## config.mk

```make
export PLATFORM = sky130hd
export DESIGN_NAME = neuron_a_bwd_flat
export DESIGN_NICKNAME = d
export VERILOG_FILES = /design/src/rtl/neuron_a_bwd_pkg.sv /design/src/rtl/neuron_a_bwd_if.sv /design/src/rtl/neuron_a_bwd_mult_q.sv /design/src/rtl/neuron_a_bwd.sv /design/src/flat_wrapper.sv
export SDC_FILE = /design/constraint.sdc
export NUM_CORES = 2
export LEC_CHECK = 0
export BUFFER_PORTS_ARGS = -buffer_cell sky130_fd_sc_hd__buf_4
export CORE_ASPECT_RATIO = 0.5
export CORE_MARGIN = 8
export CORE_UTILIZATION = 60
export CTS_BUF_LIST = sky130_fd_sc_hd__clkbuf_2 sky130_fd_sc_hd__clkbuf_4 sky130_fd_sc_hd__clkbuf_8
export CTS_CLUSTER_DIAMETER = 80
export DETAILED_ROUTE_END_ITERATION = 6
export PLACE_DENSITY_LB_ADDON = 0.05
export REMOVE_ABC_BUFFERS = 1
export SLEW_MARGIN = 10
export SYNTH_ARGS = -nofsm -noshare
export SYNTH_HDL_FRONTEND = slang
export SYNTH_SLANG_ARGS = --single-unit
```

## constraint.sdc

```tcl
create_clock -name clk -period 28.3 [get_ports clk]
set_input_delay 5.66 -clock clk [delete_from_list [all_inputs] [get_ports clk]]
set_output_delay 5.66 -clock clk [all_outputs]
set_load 0.02 [all_outputs]
```

## src/rtl/neuron_a_bwd_pkg.sv

```systemverilog
// neuron_a_bwd_pkg: Q8.24 constants and FSM state encoding for the backward neuron.
package neuron_a_bwd_pkg;
    localparam int W_DEF  = 32;
    localparam int FB_DEF = 24;
    localparam logic [31:0] Q_ONE = 32'(1) << FB_DEF;
    localparam logic [31:0] Q_MAX = 32'h7FFF_FFFF;
    localparam logic [31:0] Q_MIN = 32'h8000_0000;
    typedef enum logic [3:0] {
        IDLE, SQ, DELTA, LRD, P1, P2, P3, U1, U2, U3, DONE
    } state_e;
endpackage

```

## src/rtl/neuron_a_bwd_if.sv

```systemverilog
// neuron_a_bwd_if: control, operand and result bundle between the trainer and the backward neuron.
interface neuron_a_bwd_if #(parameter int WIDTH = 32);
    logic             en, load, start, busy, done;
    logic [WIDTH-1:0] w_init_1, w_init_2, w_init_3, b_init;
    logic [WIDTH-1:0] a_1, a_2, a_3, y, err, lr;
    logic [WIDTH-1:0] w_1, w_2, w_3, b, e_1, e_2, e_3;
    modport slave (
        input  en, load, start, w_init_1, w_init_2, w_init_3, b_init,
               a_1, a_2, a_3, y, err, lr,
        output w_1, w_2, w_3, b, e_1, e_2, e_3, busy, done
    );
    modport master (
        output en, load, start, w_init_1, w_init_2, w_init_3, b_init,
               a_1, a_2, a_3, y, err, lr,
        input  w_1, w_2, w_3, b, e_1, e_2, e_3, busy, done
    );
endinterface

```

## src/rtl/neuron_a_bwd_mult_q.sv

```systemverilog
// mult_Q: signed fixed-point multiply, full product shifted right by FBITS and truncated.
module mult_Q #(
    parameter int WIDTH = 32,
    parameter int FBITS = 24
) (
    input  logic signed [WIDTH-1:0] a_i,
    input  logic signed [WIDTH-1:0] b_i,
    output logic        [WIDTH-1:0] p_o
);
    logic signed [2*WIDTH-1:0] full;
    assign full = a_i * b_i;
    assign p_o  = WIDTH'(full >>> FBITS);
endmodule

```

## src/rtl/neuron_a_bwd.sv

```systemverilog
// neuron_a_bwd: tanh-neuron backward pass and SGD update on one shared Q8.24 multiplier.
module neuron_a_bwd
    import neuron_a_bwd_pkg::*;
#(
    parameter int WIDTH = W_DEF,
    parameter int FBITS = FB_DEF
) (
    input logic           clk,
    input logic           rst,
    neuron_a_bwd_if.slave bus
);
    localparam logic [WIDTH-1:0] ONE  = WIDTH'(Q_ONE);
    localparam logic [WIDTH-1:0] MAXV = WIDTH'(Q_MAX);
    localparam logic [WIDTH-1:0] MINV = WIDTH'(Q_MIN);

    state_e                  st_q, st_d;
    logic [WIDTH-1:0]        y_q, err_q, lr_q, p_q, dl_q, ld_q, b_q;
    logic [2:0][WIDTH-1:0]   a_q, w_q, e_q;
    logic                    busy_q, done_q;
    logic [WIDTH-1:0]        op_a, op_b, m;
    logic [1:0]              k;

    // Overflow only when operand signs differ and the result sign flips away from x.
    function automatic logic [WIDTH-1:0] sat_sub(input logic [WIDTH-1:0] x, input logic [WIDTH-1:0] u);
        logic [WIDTH-1:0] d;
        d = x - u;
        return (x[WIDTH-1] != u[WIDTH-1] && d[WIDTH-1] != x[WIDTH-1]) ? (x[WIDTH-1] ? MINV : MAXV) : d;
    endfunction

    mult_Q #(.WIDTH(WIDTH), .FBITS(FBITS)) u_mult (.a_i(op_a), .b_i(op_b), .p_o(m));

    always_ff @(posedge clk or negedge rst) begin
        if (!rst) st_q <= IDLE;
        else if (bus.en) st_q <= st_d;
    end

    always_comb begin
        st_d = st_q;
        case (st_q)
            IDLE:    st_d = (bus.start && !bus.load) ? SQ : IDLE;
            DONE:    st_d = IDLE;
            default: st_d = state_e'(st_q + 4'd1);
        endcase
    end

    always_comb begin
        k    = 2'd0;
        op_a = '0;
        op_b = '0;
        case (st_q)
            SQ:         begin op_a = y_q;   op_b = y_q;       end
            DELTA:      begin op_a = err_q; op_b = ONE - p_q; end
            LRD:        begin op_a = lr_q;  op_b = dl_q;      end
            P1, P2, P3: begin k = 2'(st_q - P1); op_a = dl_q; op_b = w_q[k]; end
            U1, U2, U3: begin k = 2'(st_q - U1); op_a = ld_q; op_b = a_q[k]; end
            default: ;
        endcase
    end

    always_ff @(posedge clk or negedge rst) begin
        if (!rst) begin
            {y_q, err_q, lr_q, p_q, dl_q, ld_q, b_q} <= '0;
            a_q    <= '0;
            w_q    <= '0;
            e_q    <= '0;
            busy_q <= 1'b0;
            done_q <= 1'b0;
        end else if (bus.en) begin
            busy_q <= st_d != IDLE;
            done_q <= st_d == DONE;
            case (st_q)
                IDLE: begin
                    if (bus.load) begin
                        w_q <= {bus.w_init_3, bus.w_init_2, bus.w_init_1};
                        b_q <= bus.b_init;
                    end else if (bus.start) begin
                        a_q   <= {bus.a_3, bus.a_2, bus.a_1};
                        y_q   <= bus.y;
                        err_q <= bus.err;
                        lr_q  <= bus.lr;
                    end
                end
                SQ:         p_q    <= m;
                DELTA:      dl_q   <= m;
                LRD:        ld_q   <= m;
                P1, P2, P3: e_q[k] <= m;
                U1, U2, U3: begin
                    w_q[k] <= sat_sub(w_q[k], m);
                    if (st_q == U1) b_q <= sat_sub(b_q, ld_q);
                end
                default: ;
            endcase
        end
    end

    assign bus.w_1  = w_q[0];
    assign bus.w_2  = w_q[1];
    assign bus.w_3  = w_q[2];
    assign bus.b    = b_q;
    assign bus.e_1  = e_q[0];
    assign bus.e_2  = e_q[1];
    assign bus.e_3  = e_q[2];
    assign bus.busy = busy_q;
    assign bus.done = done_q;
endmodule
```

## src/flat_wrapper.sv

```systemverilog
// flat-port wrapper written by rule: the top's interface ports become plain ports
module neuron_a_bwd_flat import neuron_a_bwd_pkg::*;
#(
    parameter int WIDTH = W_DEF,
    parameter int FBITS = FB_DEF
)
  (clk, rst, bus_en, bus_load, bus_start, bus_w_init_1, bus_w_init_2, bus_w_init_3, bus_b_init, bus_a_1, bus_a_2, bus_a_3, bus_y, bus_err, bus_lr, bus_w_1, bus_w_2, bus_w_3, bus_b, bus_e_1, bus_e_2, bus_e_3, bus_busy, bus_done);
  neuron_a_bwd_if #(.WIDTH(WIDTH)) bus_i ();
  input logic clk;
  input logic rst;
  input wire logic [$bits(bus_i.en)-1:0] bus_en;
  input wire logic [$bits(bus_i.load)-1:0] bus_load;
  input wire logic [$bits(bus_i.start)-1:0] bus_start;
  input wire logic [$bits(bus_i.w_init_1)-1:0] bus_w_init_1;
  input wire logic [$bits(bus_i.w_init_2)-1:0] bus_w_init_2;
  input wire logic [$bits(bus_i.w_init_3)-1:0] bus_w_init_3;
  input wire logic [$bits(bus_i.b_init)-1:0] bus_b_init;
  input wire logic [$bits(bus_i.a_1)-1:0] bus_a_1;
  input wire logic [$bits(bus_i.a_2)-1:0] bus_a_2;
  input wire logic [$bits(bus_i.a_3)-1:0] bus_a_3;
  input wire logic [$bits(bus_i.y)-1:0] bus_y;
  input wire logic [$bits(bus_i.err)-1:0] bus_err;
  input wire logic [$bits(bus_i.lr)-1:0] bus_lr;
  output wire logic [$bits(bus_i.w_1)-1:0] bus_w_1;
  output wire logic [$bits(bus_i.w_2)-1:0] bus_w_2;
  output wire logic [$bits(bus_i.w_3)-1:0] bus_w_3;
  output wire logic [$bits(bus_i.b)-1:0] bus_b;
  output wire logic [$bits(bus_i.e_1)-1:0] bus_e_1;
  output wire logic [$bits(bus_i.e_2)-1:0] bus_e_2;
  output wire logic [$bits(bus_i.e_3)-1:0] bus_e_3;
  output wire logic [$bits(bus_i.busy)-1:0] bus_busy;
  output wire logic [$bits(bus_i.done)-1:0] bus_done;
  assign bus_i.en = bus_en;
  assign bus_i.load = bus_load;
  assign bus_i.start = bus_start;
  assign bus_i.w_init_1 = bus_w_init_1;
  assign bus_i.w_init_2 = bus_w_init_2;
  assign bus_i.w_init_3 = bus_w_init_3;
  assign bus_i.b_init = bus_b_init;
  assign bus_i.a_1 = bus_a_1;
  assign bus_i.a_2 = bus_a_2;
  assign bus_i.a_3 = bus_a_3;
  assign bus_i.y = bus_y;
  assign bus_i.err = bus_err;
  assign bus_i.lr = bus_lr;
  assign bus_w_1 = bus_i.w_1;
  assign bus_w_2 = bus_i.w_2;
  assign bus_w_3 = bus_i.w_3;
  assign bus_b = bus_i.b;
  assign bus_e_1 = bus_i.e_1;
  assign bus_e_2 = bus_i.e_2;
  assign bus_e_3 = bus_i.e_3;
  assign bus_busy = bus_i.busy;
  assign bus_done = bus_i.done;
  neuron_a_bwd #(.WIDTH(WIDTH), .FBITS(FBITS)) u_core (.clk(clk), .rst(rst), .bus(bus_i));
endmodule
```

==> impl_metrics.py <==
metrics = {
    "clock_tree": {
        "cts_buffers": 86,
        "cts_setup_buffers": 0,
        "hold_buffers": 0,
        "ctsResizeCount": 0,
        "cts_buffer_depth": 3,
        "tritoncts": "built",
        "clkSlewWorstSetupHoldPaths_ps": 60,
        "worstSkewPairLatency_ps": 720,
        "root_buffer": "clkbuf_8",
        "cts_max_level": 3,
        "numClockSinks": 518,
    },
    "setup_path": {
        "max_stage_delay_ps": 920,
        "end_kind": "flop",
        "crit_path_start_kind": "flop",
        "crit_type": "flop to flop",
        "critPathMaxFanout": 30,
        "critPathSlowestCell": "dfrtp_2",
        "critPathMostFrequentCell": "fa_1",
        "worstPathArrival_ps": 18050,
        "r2r_slack_ps": 10900,
        "required_ps": 28950,
    },
    "run_status": {
        "violations": "design-rule violations",
        "status": "complete, but fails checks",
    },
    "synthesis": {
        "synthMostInstantiatedCell": "nand2_1",
        "yosysSeqAreaShare_pct": 21.8,
        "syn_inst": 6427,
        "synth_top_area_cell": "fa_1",
        "yosys_warnings": 0,
        "synth_area_um2": 59400,
        "synthTopCellsByCount": "nand2_1, inv_1, fa_1",
        "ys_ff_latch": 518,
        "synth_area_per_cell_um2": 9.25,
        "synth_area_leaders": "fa_1, dfrtp_1, nand2_1",
        "ys_types": 88,
        "yosysTopAreaCellShare_pct": 33.2,
        "synth_edf_count": 0,
        "synthArstFlopShare_pct": 100,
        "synth_flop_cell": "dfrtp_1",
    },
    "die": {
        "die_h_um": 239,
        "coreArea_um2": 97900,
        "io_pins": 551,
        "die-width_um": 461,
        "start_util_pct": 60.7,
        "std_cell_rows": 81,
        "dieArea_um2": 110000,
    },
    "finish": {
        "final_core_util_pct": 68.8,
        "layout.nets": 8408,
        "syn_to_final_growth_pct": 13.4,
        "layout-drive-gt1-share_pct": 16.6,
    },
    "route": {
        "drt-wirelength-per-cell_um": 28.2,
        "vias": 51600,
        "routed_wl_mm": 233,
        "drt-initial-drc-count": 6376,
        "viasPerCell": 6.24,
        "final_antenna_net_count": 0,
        "drc": 7,
        "dr.pass1.iters": 7,
    },
    "min_path": {
        "hold_class": "flop to flop",
    },
    "place": {
        "gp_congestion": 1.03,
        "detailed_place_hpwl_mm": 177,
        "numPortBuffers": 550,
    },
    "sta": {
        "final.min_clock_period_ps": 17400,
        "period_share_pct": 61.5,
        "slew_violations": 0,
        "timing.fmax_mhz": 57.5,
        "skew_ps": 68.6,
        "timing.slew.headroom_pct": 19.4,
        "finalSetupViolations": 0,
        "tns_ps": 0,
        "tightest_slew_ps": 1200,
        "rsz0062_at_grt": "no",
        "hold_viol_final": 0,
    },
    "global_routing": {
        "grt_max_degree": 149,
        "overflow": 0,
        "grtUsageTotal_pct": 42.2,
        "antenna_found_initial": 14,
        "grt_pass1_vias": 54100,
        "grt_pass1_wl_mm": 346,
    },
    "run": {
        "max_cap_viol_count": 0,
    },
}
sequential cells by signal, indices dropped and copies added, names as in the netlist:
name / count
u_core.bus.w_2: 32
u_core.bus.e_3: 32
u_core.bus.done: 1
u_core.p_q: 32
u_core.bus.w_3: 32
u_core.bus.w_1: 32
u_core.st_q: 4
u_core.dl_q: 32
u_core.bus.b: 32
u_core.bus.e_1: 32
u_core.bus.busy: 1
u_core.a_q: 96
u_core.lr_q: 32
u_core.err_q: 32
u_core.ld_q: 32
u_core.y_q: 32
u_core.bus.e_2: 32
critical path, delay by kind of cell (launching register included):
family	cells	cell delay [ps]
AOI/OAI and AO/OA	16	3820
xor gates and xnor gates	1	900
adders and majority gates	12	6110
buffers and inverters	11	2370
DFF	1	920
and+or+nand+nor	13	3120
final timing paths:
check,startpoint,endpoint,cells after the start
min in group asynchronous,rst,u_core.a_q[7]$_DFFE_PN0P_,1
min reg2reg,u_core.bus.e_1[13]$_DFFE_PN0P_,u_core.bus.e_1[13]$_DFFE_PN0P_,2
min,u_core.bus.e_1[13]$_DFFE_PN0P_,u_core.bus.e_1[13]$_DFFE_PN0P_,2
max reg2reg,u_core.st_q[0]$_DFFE_PN0P_,u_core.bus.w_3[17]$_DFFE_PN0P_,53
max,u_core.st_q[0]$_DFFE_PN0P_,u_core.bus.w_3[17]$_DFFE_PN0P_,53
max in group asynchronous,rst,u_core.lr_q[8]$_DFFE_PN0P_,4
cells in the final DEF (no fill, tap or decap), types with 22 or more instances in the layout:
cell	synthesis	layout
a22oi_1	43	43
mux2i_1	95	95
dfrtp_1	518	517
clkbuf_4	0	27
nand2_1	1092	1086
buf_4	2	700
and2_1	117	114
mux2_2	195	195
xor2_1	45	44
nor2_1	372	369
xnor2_1	81	78
a2bb2oi_1	25	25
ha_1	239	238
o21a_1	23	22
nand2b_1	29	29
inv_1	1054	1054
clkbuf_8	0	113
a21o_1	73	72
nor3_1	41	41
a222oi_1	30	30
nand3_1	41	34
o21ai_0	313	305
fa_1	985	985
o22ai_1	79	79
a21oi_1	268	268
area by class of cell:
| type | count | area (µm²) |
|---|---|---|
| multi-input cells | 4489 | 41500 |
| fillers | 7881 | 30500 |
| flip-flops and latches | 518 | 13000 |
| repair buffers | 708 | 5320 |
| inverters | 1056 | 3960 |
| clock buffers | 139 | 1750 |
| well taps | 1328 | 1660 |
| clock inverters | 15 | 173 |
| diodes | 12 | 30.0 |
kinds of logic after synthesis:
kind of cell | Yosys count | synth area share, %
adder cells (fa/ha/maj) | 1224 | 38.2
XOR/XNOR | 129 | 1.95
flip-flops | 518 | 21.8
buffers and inverters | 1420 | 9.02
AND/OR/NAND/NOR | 1799 | 12.7
multiplexers | 290 | 5.29
AO/OA/AOI/OAI | 1047 | 11.0
metal layers:
layer	GRT usage, %	part of all wire [%]	wire, µm
met4	20.8	6.4	14900
met1	56.2	37	85100
met2	61.7	42	98900
met5	0	0.025	58
met3	15.1	15	34000
through the flow:
| stage | instances | hold slack (ps) | instance area [µm²] | setup WS [ps] |
|---|---|---|---|---|
| floorplan | 6063 | 464 | 58000 | 11120 |
| global placement | 8092 | 464 | 65400 | 11700 |
| detailed placement | 8098 | 471 | 65400 | 11460 |
| CTS | 8252 | 484 | 67300 | 11410 |
| global route | 8259 | 517 | 67400 | 10150 |
| finish | 8265 | 478 | 67400 | 10900 |
Power is not shown: default switching activity piles up to over one toggle a cycle in this logic, so the estimate is an artifact.
